`src/rtl/axis_conv_input_packer.sv`:
```
// axis_conv_input_packer: joins pixel and weight AXI-Streams into one packed conv-input beat
// through a 2-entry output buffer. Optional macro CONV_PACKER_LAST_CHECK_EN builds the
// sticky pixels/weights tlast mismatch detector.
module axis_conv_input_packer #(
    parameter int UNITS               = 8,
    parameter int CORES               = 4,
    parameter int KERNEL_W_MAX        = 3,
    parameter int WORD_WIDTH          = 8,
    parameter int TUSER_WIDTH_CONV_IN = 12,
    parameter int ZEROS_WIDTH         = 5,
    localparam int M_WIDTH = ZEROS_WIDTH + TUSER_WIDTH_CONV_IN + WORD_WIDTH*CORES*KERNEL_W_MAX + 2*WORD_WIDTH*UNITS
) (
    input  logic                                      aclk,
    input  logic                                      areset,
    input  logic                                      s_axis_pixels_tvalid,
    output logic                                      s_axis_pixels_tready,
    input  logic                                      s_axis_pixels_tlast,
    input  logic [WORD_WIDTH*UNITS-1:0]               s_axis_pixels_1_tdata,
    input  logic [WORD_WIDTH*UNITS-1:0]               s_axis_pixels_2_tdata,
    input  logic                                      s_axis_weights_tvalid,
    output logic                                      s_axis_weights_tready,
    input  logic                                      s_axis_weights_tlast,
    input  logic [WORD_WIDTH*CORES*KERNEL_W_MAX-1:0]  s_axis_weights_tdata,
    input  logic [TUSER_WIDTH_CONV_IN-1:0]            s_axis_weights_tuser,
    output logic                                      m_axis_tvalid,
    input  logic                                      m_axis_tready,
    output logic                                      m_axis_tlast,
    output logic [M_WIDTH-1:0]                        m_axis_tdata,
    output logic                                      last_mismatch
);
    logic [1:0]       r_count;
    logic [M_WIDTH:0] r_ent0;
    logic [M_WIDTH:0] r_ent1;
    logic             w_space;
    logic             w_fire;
    logic             w_pop;
    logic [M_WIDTH:0] w_beat;
    logic             w_wr0;
    logic             w_wr1;
    logic             w_shift;

    assign w_space = (r_count < 2'd2);
    assign s_axis_pixels_tready  = s_axis_weights_tvalid & w_space;
    assign s_axis_weights_tready = s_axis_pixels_tvalid & w_space;
    assign w_fire = s_axis_pixels_tvalid & s_axis_weights_tvalid & w_space;
    assign w_pop  = m_axis_tvalid & m_axis_tready;
    assign w_beat = {s_axis_weights_tlast, {ZEROS_WIDTH{1'b0}}, s_axis_weights_tuser,
                     s_axis_weights_tdata, s_axis_pixels_2_tdata, s_axis_pixels_1_tdata};
    // New beat lands at the head when the buffer is (or is about to be) empty, else behind it.
    assign w_wr0   = w_fire & ((r_count == 2'd0) | ((r_count == 2'd1) & w_pop));
    assign w_wr1   = w_fire & (r_count == 2'd1) & !w_pop;
    assign w_shift = w_pop & (r_count == 2'd2);

    assign m_axis_tvalid = (r_count != 2'd0);
    assign m_axis_tlast  = r_ent0[M_WIDTH];
    assign m_axis_tdata  = r_ent0[M_WIDTH-1:0];

    // Occupancy: +1 on accept, -1 on drain, unchanged when both happen together.
    always_ff @(posedge aclk or posedge areset) begin
        if (areset)
            r_count <= 2'd0;
        else
            r_count <= r_count + {1'b0, w_fire} - {1'b0, w_pop};
    end

    // Head entry: loaded with a new beat or shifted up from the second entry.
    always_ff @(posedge aclk or posedge areset) begin
        if (areset)
            r_ent0 <= '0;
        else if (w_wr0)
            r_ent0 <= w_beat;
        else if (w_shift)
            r_ent0 <= r_ent1;
    end

    // Second entry: only written when the head is occupied and stays occupied.
    always_ff @(posedge aclk or posedge areset) begin
        if (areset)
            r_ent1 <= '0;
        else if (w_wr1)
            r_ent1 <= w_beat;
    end

`ifdef CONV_PACKER_LAST_CHECK_EN
    logic r_last_mismatch;

    // Sticky flag raised when the two streams disagree on packet end for an accepted beat.
    always_ff @(posedge aclk or posedge areset) begin
        if (areset)
            r_last_mismatch <= 1'b0;
        else if (w_fire & (s_axis_pixels_tlast != s_axis_weights_tlast))
            r_last_mismatch <= 1'b1;
    end

    assign last_mismatch = r_last_mismatch;
`else
    logic w_unused;

    assign w_unused      = s_axis_pixels_tlast;
    assign last_mismatch = 1'b0;
`endif
endmodule

```
`config.mk`:
```
export PLATFORM = sky130hd
export DESIGN_NAME = axis_conv_input_packer
export DESIGN_NICKNAME = d
export VERILOG_FILES = /design/src/rtl/axis_conv_input_packer.sv
export SDC_FILE = /design/constraint.sdc
export NUM_CORES = 1
export LEC_CHECK = 0
export ABC_AREA = 1
export CAP_MARGIN = 20
export CELL_PAD_IN_SITES_DETAIL_PLACEMENT = 0
export CELL_PAD_IN_SITES_GLOBAL_PLACEMENT = 2
export CORE_ASPECT_RATIO = 1.2
export CORE_UTILIZATION = 29
export DETAILED_ROUTE_END_ITERATION = 12
export PLACE_DENSITY_LB_ADDON = 0.2
export RECOVER_POWER = 50
export SLEW_MARGIN = 20
export SYNTH_ARGS = -nofsm -noshare
export SYNTH_HDL_FRONTEND = slang
export SYNTH_SLANG_ARGS = --single-unit
export TNS_END_PERCENT = 5
```
`constraint.sdc`:
```
create_clock -name aclk -period 21 [get_ports aclk]
set_input_delay 4.2 -clock aclk [delete_from_list [all_inputs] [get_ports aclk]]
set_output_delay 4.2 -clock aclk [all_outputs]
set_load 0.005 [all_outputs]
```
==> impl_metrics.yaml, run 1 <==
run_status:
  status: "finished with violations"
  violations: "max-capacitance violations, max-slew violations"
synth:
  ys_top_cells_by_area: "dfrtp_1 60%, nand2_1 23%, nand3_1 12%, buf_2 3.5%, buf_4 0.46%"
  yosys_register_bits: 476
  ys_types: 15
  yosys_warnings: 0
  synth_top_area_share_pct: 60.4
  syn_inst: 2328
  synth.avg_cell_area_um2: 8.47
  synth.largest_area_cell: "dfrtp_1"
  seq_area_frac_synth_pct: 60.4
  netlist_area_um2: 19700
cells_and_area:
  finalInstanceArea_um2: 26700
  fillerInstances: 6879
  fin_nets: 2973
  area_delta_synth_final_pct: 35.6
  drive_gt1_share_pct: 3.55
die:
  pin_count: 489
  start_util_pct: 29.4
  die_area_um2: 69000
  placementRows: 104
  chipWidth_um: 240
  die_h_um: 288
  core-area_um2: 67100
timing:
  setup-tns-final_ns: 0
  fin_crit_sh_pct: 60.4
  rsz0062_at_grt: "false"
  fmax_mhz: 78.9
  period_minus_slack_ns: 12.68
  finalMaxSlewViolations: 522
  worst-slew-pin-transition_ns: 8.73
  setup_viol: 0
  finalHoldViolCount: 0
  finClkSkew_ns: 0.0203
  relSlewSlack_pct: -482
clocking:
  cts_tree: "yes"
  post_cts_resized: 0
  clkLatencyLatePin_ns: 0.60
  cts.sinks: 476
  cts_setup_buffers: 0
  clock_path_buffers: 3
  clk_pin_slew_ns: 0.06
  cts_hold_buf: 0
  cts_buffers: 53
  clockRootBuffer: "clkbuf_16"
  cts_max_level: 2
grt:
  antenna_found_initial: 16
  grt.overflow.total: 0
  grt_usage_pct: 19.4
  grt_pass1_vias: 16400
  grt_max_degree: 161
  grt_pass1_wl_um: 103000
pwr:
  pwr_density_cell_nw_per_um2: 136
  pwr-share-clk_pct: 24.7
  p_leak_uw: 0.0132
  p_sw_share_pct: 34.2
  pwr-share-seq_pct: 42.7
  ir_drop_mv: 0.0755
  combPwrFrac_pct: 32.6
  intPower_uw: 2390
  switchingPower_uw: 1240
placement:
  dpl_cell_area_um2: 25100
  dp_hpwl_um: 39400
  io_buffers: 481
  gp_congestion: 0.768
flow_run:
  drv_cap: 6
critical_path:
  critPathLaunchType: "input port"
  ff2ff_setup_slack_ns: 11.89
  critPathKind: "in2reg"
  end_kind: "register"
  cp_max_fo: 159
  cpMostUsedCell: "nand3_1"
  max_stage_delay_ns: 6.04
  crit_arrival_ns: 13.19
  critical_path_required_ns: 21.52
  slowest_stage: "clkbuf_1"
  crit_chain: "dlygate4sd3_1, nand3_1, nor2_1, clkbuf_1, buf_4, nand2_1, nand3_1"
min_path:
  hold_path_class: "reg2reg"
detailed_routing:
  firstDrtPassIters: 7
  wl_per_cell_um: 18.5
  drt_iter0_drc: 1064
  drc: 0
  ant_nets: 0
  num_vias: 17100
  drt-vias-per-instance: 4.65
  routed_wirelength_um: 67800
==> critical path, delay by kind of cell <==
kind	cells	cell delay, ns
buffers and inverters	3	8.04
AND/OR/NAND/NOR	4	0.80
==> per-stage QoR <==
| stage | hold slack, ns | utilization, % | cells | total power [µW] | setup slack, ns |
|---|---|---|---|---|---|
| 2_1_floorplan | 0.442 | - | 2333 | 2140 | 3.52 |
| 3_3_place_gp | 0.453 | 37.3 | 3573 | 2800 | 11.46 |
| 3_5_place_dp | 0.458 | 37.4 | 3574 | 2830 | 11.46 |
| 4_1_cts | 0.470 | 39.8 | 3662 | 3760 | 11.44 |
| 5_1_grt | 0.483 | 39.8 | 3670 | 3910 | 7.57 |
| 6_report | 0.468 | 39.8 | 3670 | 3640 | 8.32 |
==> worst paths after layout <==
path                                           start  cells after the start     endpoint
worst min-delay path                     r_ent1[116]                      2  r_ent1[116]
max in group asynchronous                     areset                      3  r_ent1[139]
min in group asynchronous                     areset                      2  r_ent0[112]
worst min register to register           r_ent1[116]                      2  r_ent1[116]
worst max-delay path            s_axis_pixels_tvalid                      7  r_ent0[117]
worst max register to register            r_count[1]                      7  r_ent0[117]
==> placed cells by master (no fill, tap or decap), types with 2 or more instances in the layout <==
cell	count
clkbuf_16	55
buf_4	13
diode_2	7
clkbuf_1	20
clkbuf_8	13
nand2_1	1191
dfrtp_1	476
nor2_1	5
conb_1	6
buf_16	2
inv_1	5
nor2_4	3
clkinv_2	4
clkdlybuf4s50_1	262
inv_2	2
dlygate4sd3_1	219
nand3_1	478
==> metal layers <==
metal	GRT usage [%]	vias to the layer above	share of wire [%]	wire (µm)
li1	-	8216	-	-
met1	25.3	8263	42	28400
met2	30.8	473	48	32600
met3	5.68	92	7.7	5240
met4	5.89	16	2.2	1510
met5	0	-	0.15	105
==> flip-flops by register name (all words and copies together), names as in the netlist <==
name	flops
r_ent0	237
r_ent1	237
r_count	2
==> layout make-up <==
type / instances / area (µm²) / share of cell area [%]
flip-flops and latches: 476 / 11900 / 44.6
multi-input cells: 1686 / 6980 / 26.1
repair buffers: 503 / 5020 / 18.8
clock buffers: 83 / 1610 / 6.03
well taps: 901 / 1130 / 4.22
inverters: 9 / 40.0 / 0.150
clock inverters: 5 / 28.8 / 0.108
diodes: 7 / 17.5 / 0.0655
==> power by group through the flow <==
stage | combinational, µW | sequential [µW] | clock [µW]
after global placement | 1240 | 1560 | 0
after detailed placement | 1260 | 1570 | 0
after floorplan | 584 | 1550 | 0
after global routing | 1340 | 1610 | 968
after CTS | 1270 | 1560 | 935
final | 1180 | 1560 | 899
==> cell families after synthesis <==
kind of cell | share of synthesized area (%)
other cells | 0.0190
fa+ha+maj | 0.0635
flops | 60.4
compound gates | 0.0254
buf+inv | 4.36
simple gates | 35.1
==> synth_stat cells <==
master / number
nand2_1: 1192
nand3_1: 477
dfrtp_1: 476
buf_2: 138
buf_4: 12
clkbuf_1: 12
inv_1: 6
nor2_1: 4
inv_2: 3
nor2_2: 3
conb_1: 1
ha_1: 1
nand3_2: 1
nor2_4: 1
o21ai_0: 1
Power figures use the tool's default switching activity.
==> run 2: changes to the inputs <==
==> constraint.sdc (replaced) <==
create_clock -name aclk -period 12 [get_ports aclk]
set_input_delay 2.4 -clock aclk [delete_from_list [all_inputs] [get_ports aclk]]
set_output_delay 2.4 -clock aclk [all_outputs]
set_load 0.005 [all_outputs]
==> run 2 against run 1 <==
The run still ends with max-capacitance violations, max-slew violations left. Global-route usage increased by 0.13 points. Utilization up 0.26 points. Cell area rose by 0.65%. Cell count is 0.19% higher. Setup slack got worse by 2.4 ns. Die area unchanged. Critical path depth down 3. Total power rose by 77%. Sequential share of layout area decreased by 0.29 points. Sequential cell count unchanged. First-iteration DRC count increased by 11%. Critical path type is now in2async. Critical endpoint is now r_ent1[198]. Largest power group unchanged.
==> impl_metrics.yaml, run 2 (synthesized netlist as in run 1, its figures left out) <==
run_status:
  status: "finished with violations"
  violations: "max-capacitance violations, max-slew violations"
min_path:
  hold_path_class: "reg2reg"
clocking:
  cts.sinks: 476
  cts_hold_buf: 0
  clk_pin_slew_ns: 0.05
  post_cts_resized: 0
  clock_path_buffers: 3
  cts_tree: "yes"
  cts_max_level: 2
  clkLatencyLatePin_ns: 0.60
  cts_buffers: 55
  clockRootBuffer: "clkbuf_16"
  cts_setup_buffers: 0
critical_path:
  cp_max_fo: 70
  rr_startpoint: "r_count[1]"
  crit_start: "areset"
  crit_arrival_ns: 6.62
  r2r_cells: 7
  critPathKind: "in2async"
  ff2ff_setup_slack_ns: 8.16
  critPathCapture: "r_ent1[198]"
  critPathLaunchType: "input port"
  r2r_end: "r_ent1[16]"
  critical_path_required_ns: 12.59
  end_kind: "async pin"
placement:
  post-place-ws_ns: 5.84
  io_buffers: 481
  dp_hpwl_um: 38700
  place_inst: 3570
  gp_congestion: 0.740
die:
  pin_count: 489
  die_area_um2: 69000
  placementRows: 104
  chipWidth_um: 240
  die_h_um: 288
  core-area_um2: 67100
  start_util_pct: 29.4
timing:
  setup_viol: 0
  period_minus_slack_ns: 6.03
  worst_slack_ns: 5.97
  fmax_mhz: 166
  fin_crit_sh_pct: 50.2
  relSlewSlack_pct: -135
  finalHoldViolCount: 0
  fin_hold_ws_ns: 0.468
  finClkSkew_ns: 0.0133
  worst-slew-pin-transition_ns: 3.53
  rsz0062_at_grt: "false"
  finalMaxSlewViolations: 59
  setup-tns-final_ns: 0
cells_and_area:
  fillerInstances: 6829
  final_cell_mix: "1191 x nand2_1, 477 x nand3_1, 476 x dfrtp_1, 242 x clkdlybuf4s50_1, 239 x dlygate4sd3_1"
  fin_nets: 2971
  drive_gt1_share_pct: 3.97
  layout.cells.non_filler: 3677
  final_common_cell: "nand2_1"
  area_delta_synth_final_pct: 36.5
  reg_top3: "r_ent0 (237), r_ent1 (237), r_count (2)"
detailed_routing:
  drt_iter0_drc: 1176
  drt-vias-per-instance: 4.69
  firstDrtPassIters: 5
  routed_wirelength_um: 68300
  ant_nets: 0
  num_vias: 17300
  drc: 0
  wl_per_cell_um: 18.6
grt:
  grt_pass1_vias: 16900
  grt_max_degree: 204
  grt_pass1_wl_um: 105000
  antenna_found_initial: 17
  grt.overflow.total: 0
  grt_usage_pct: 19.5
pwr:
  intPower_uw: 4240
  ir_drop_mv: 0.172
  pwr-share-seq_pct: 42.1
  p_sw_share_pct: 34.2
  switchingPower_uw: 2200
  p_leak_uw: 0.0133
  finalPower_uw: 6440
  pwr_density_cell_nw_per_um2: 239
  combPwrFrac_pct: 31.9
  pwr-share-clk_pct: 26.0
flow_run:
  drv_cap: 1
## run 2: worst min path at each step
stage	start	to	slack (ns)	cells past startpoint
after floorplan	r_ent1[0]	r_ent1[0]	0.44	2
after global placement	r_ent1[122]	r_ent1[122]	0.45	2
after detailed placement	r_ent1[12]	r_ent1[12]	0.46	2
after CTS	r_ent1[229]	r_ent1[229]	0.47	2
after global routing	r_ent1[28]	r_ent1[28]	0.49	2
final	r_ent1[12]	r_ent1[12]	0.47	2
## run 2: area by class of cell
| type | instances | area (µm²) | share of cell area [%] |
|---|---|---|---|
| sequential | 476 | 11900 | 44.3 |
| multi-input combinational | 1686 | 6970 | 25.9 |
| timing repair buffer | 499 | 5040 | 18.7 |
| clock buffer | 85 | 1670 | 6.21 |
| tap | 901 | 1130 | 4.19 |
| clock inverter | 13 | 118 | 0.437 |
| inverter | 9 | 42.5 | 0.158 |
| antenna | 8 | 20.0 | 0.0744 |
## run 2: critical path: stages
cell and delay, ns:
dlygate4sd3_1 0.57, clkinvlp_4 0.07, clkbuf_1 2.47, buf_4 1.02
## run 2: power groups by stage
stage | combinational (µW) | sequential (µW) | clock (µW)
detailed placement | 2220 | 2750 | 0
global placement | 2190 | 2730 | 0
finish | 2050 | 2710 | 1680
global route | 2320 | 2820 | 1800
CTS | 2220 | 2730 | 1740
floorplan | 1020 | 2720 | 0
## run 2: stage by stage
step / instance area (µm²) / util, %
detailed placement: 25100 / 37.3
finish: 26900 / 40.1
CTS: 26900 / 40.0
global placement: 25100 / 37.3
global route: 26900 / 40.1
floorplan: 19700 / -
## run 2: per-layer routing
layer / vias up / global-route usage, % / share of wire, %
met5: - / 0 / 0.18
met4: 18 / 6.86 / 3.1
met3: 126 / 5.86 / 7.8
met2: 486 / 30.9 / 47
met1: 8418 / 25.2 / 42
li1: 8210 / - / -
==> run 3: changes to the inputs <==
==> constraint.sdc (replaced) <==
create_clock -name aclk -period 5.6 [get_ports aclk]
set_input_delay 1.12 -clock aclk [delete_from_list [all_inputs] [get_ports aclk]]
set_output_delay 1.12 -clock aclk [all_outputs]
set_load 0.005 [all_outputs]
==> run 3 against run 2 <==
The flow still finishes with violations (max-capacitance violations, max-slew violations). Wire length shrank 0.12%. Non-clock buffer count grew 7. Sequential power grew 120%. Total power grew 110%. Utilization shrank 0.060 points. Die area is the same. Clock power grew 110%. Critical path depth shrank 1. Cell count grew 0.14%. Hold slack gained 0.0019 ns. Sequential share of layout area grew 0.066 points. Clock-buffer cell count shrank 3. Critical path type unchanged. Largest power group unchanged. Highest routed layer unchanged.
==> impl_metrics.yaml, run 3 (synthesized netlist as in run 1, its figures left out) <==
pwr:
  pwr-share-clk_pct: 25.0
  combPwrFrac_pct: 32.7
  pwr-share-seq_pct: 42.3
  pwr_density_cell_nw_per_um2: 514
  p_sw_share_pct: 34.2
  ir_drop_mv: 0.273
  switchingPower_uw: 4720
  intPower_uw: 9090
  p_leak_uw: 0.0131
detailed_routing:
  firstDrtPassIters: 5
  wl_per_cell_um: 18.5
  drc: 0
  ant_nets: 0
  routed_wirelength_um: 68200
  num_vias: 17200
  drt-vias-per-instance: 4.68
  drt_iter0_drc: 1033
die:
  die_h_um: 288
  placementRows: 104
  chipWidth_um: 240
  start_util_pct: 29.4
  die_area_um2: 69000
  core-area_um2: 67100
  pin_count: 489
placement:
  dp_hpwl_um: 40000
  dpl_cell_area_um2: 25200
  gp_congestion: 0.764
  io_buffers: 481
  place_inst: 3577
critical_path:
  critPathLaunchType: "input port"
  cp_max_fo: 120
  critPathKind: "in2async"
  crit_chain: "dlygate4sd3_1, clkinvlp_2, clkbuf_4"
  critical_path_required_ns: 5.95
  cp_top_family: "buffers and inverters"
  path_buf_inv: 3
  end_kind: "async pin"
  max_stage_delay_ns: 1.46
  slowest_stage: "clkbuf_4"
  crit_arrival_ns: 4.32
clocking:
  cts_tree: "yes"
  cts_setup_buffers: 0
  cts_hold_buf: 0
  clk_pin_slew_ns: 0.06
  cts_max_level: 2
  clockRootBuffer: "clkbuf_16"
  clkLatencyLatePin_ns: 0.60
  post_cts_resized: 0
  cts_buffers: 53
  cts.sinks: 476
  clock_path_buffers: 3
run_status:
  status: "finished with violations"
  violations: "max-capacitance violations, max-slew violations"
cells_and_area:
  final_common_cell: "nand2_1"
  fin_nets: 2976
  final_cell_mix: "1191 x nand2_1, 478 x nand3_1, 476 x dfrtp_1, 365 x clkdlybuf4s50_1, 116 x dlygate4sd3_1"
  multi_input_area_um2: 6970
  seq_area_um2: 11900
  area_delta_synth_final_pct: 36.3
  drive_gt1_share_pct: 3.93
  layout.cells.non_filler: 3682
  fillerInstances: 6880
  finalInstanceArea_um2: 26900
  reg_top3: "r_ent0 (237), r_ent1 (237), r_count (2)"
grt:
  grt_pass1_vias: 16600
  grt_max_degree: 180
  grt_usage_pct: 19.3
  grt.overflow.total: 0
  antenna_found_initial: 17
  grt_pass1_wl_um: 103000
min_path:
  hold_path_class: "reg2reg"
timing:
  finalMaxSlewViolations: 151
  worst-slew-pin-transition_ns: 1.79
  finClkSkew_ns: 0.0256
  period_minus_slack_ns: 3.98
  setup_viol: 0
  fmax_mhz: 251
  setup-tns-final_ns: 0
  finalHoldViolCount: 0
  relSlewSlack_pct: -19.4
  fin_crit_sh_pct: 71.1
  rsz0062_at_grt: "false"
flow_run:
  drv_cap: 2
-- run 3: worst reg2reg max path, delay by kind of cell, from the launching register on --
family | cells | cell delay [ns]
buf+inv | 3 | 1.88
flops | 1 | 0.48
simple gates | 4 | 0.90
-- run 3: path summary, 6_finish.rpt --
| check | depth (start not counted) | endpoint | slack [ns] | from |
|---|---|---|---|---|
| hold / removal | 2 | r_ent1[37] | 0.47 | r_ent1[37] |
| setup reg to reg | 7 | r_ent0[14] | 2.25 | r_count[1] |
| max in group aclk | 7 | r_ent0[14] | 1.62 | s_axis_weights_tvalid |
| min in group asynchronous | 2 | r_ent0[108] | 1.39 | areset |
| hold reg to reg | 2 | r_ent1[37] | 0.47 | r_ent1[37] |
| setup / recovery | 3 | r_ent0[19] | 1.62 | areset |
-- run 3: power groups by stage --
stage               clock network (µW)  logic (µW)  registers [µW]
finish                            3450        4520            5850
CTS                               3590        4760            5870
floorplan                            0        2190            5830
global route                      3710        5070            6050
detailed placement                   0        4740            5900
global placement                     0        4670            5860
-- run 3: layout make-up --
type / count / share of cell area [%]
Sequential cell: 476 / 44.3
Multi-Input combinational cell: 1686 / 25.9
Timing Repair Buffer: 506 / 19.0
Clock buffer: 82 / 5.83
Tap cell: 901 / 4.20
Clock inverter: 14 / 0.512
Inverter: 9 / 0.149
Antenna cell: 8 / 0.0745
-- run 3: per-layer routing --
metal	up-vias	part of all wire (%)	track usage, %
met4	16	2.4	6.32
li1	8219	-	-
met5	-	0.17	0
met3	107	7.6	5.46
met2	478	48	31.0
met1	8426	42	25.0
-- run 3: stage by stage --
stage	setup WS (ns)	hold slack [ns]	power [µW]	util [%]
final	1.62	0.470	13800	40.0
after global routing	1.11	0.490	14800	40.0
after global placement	1.50	0.453	10500	37.5
after CTS	2.12	0.473	14200	40.0
after floorplan	-1.97	0.442	8020	-
after detailed placement	1.50	0.458	10600	37.5
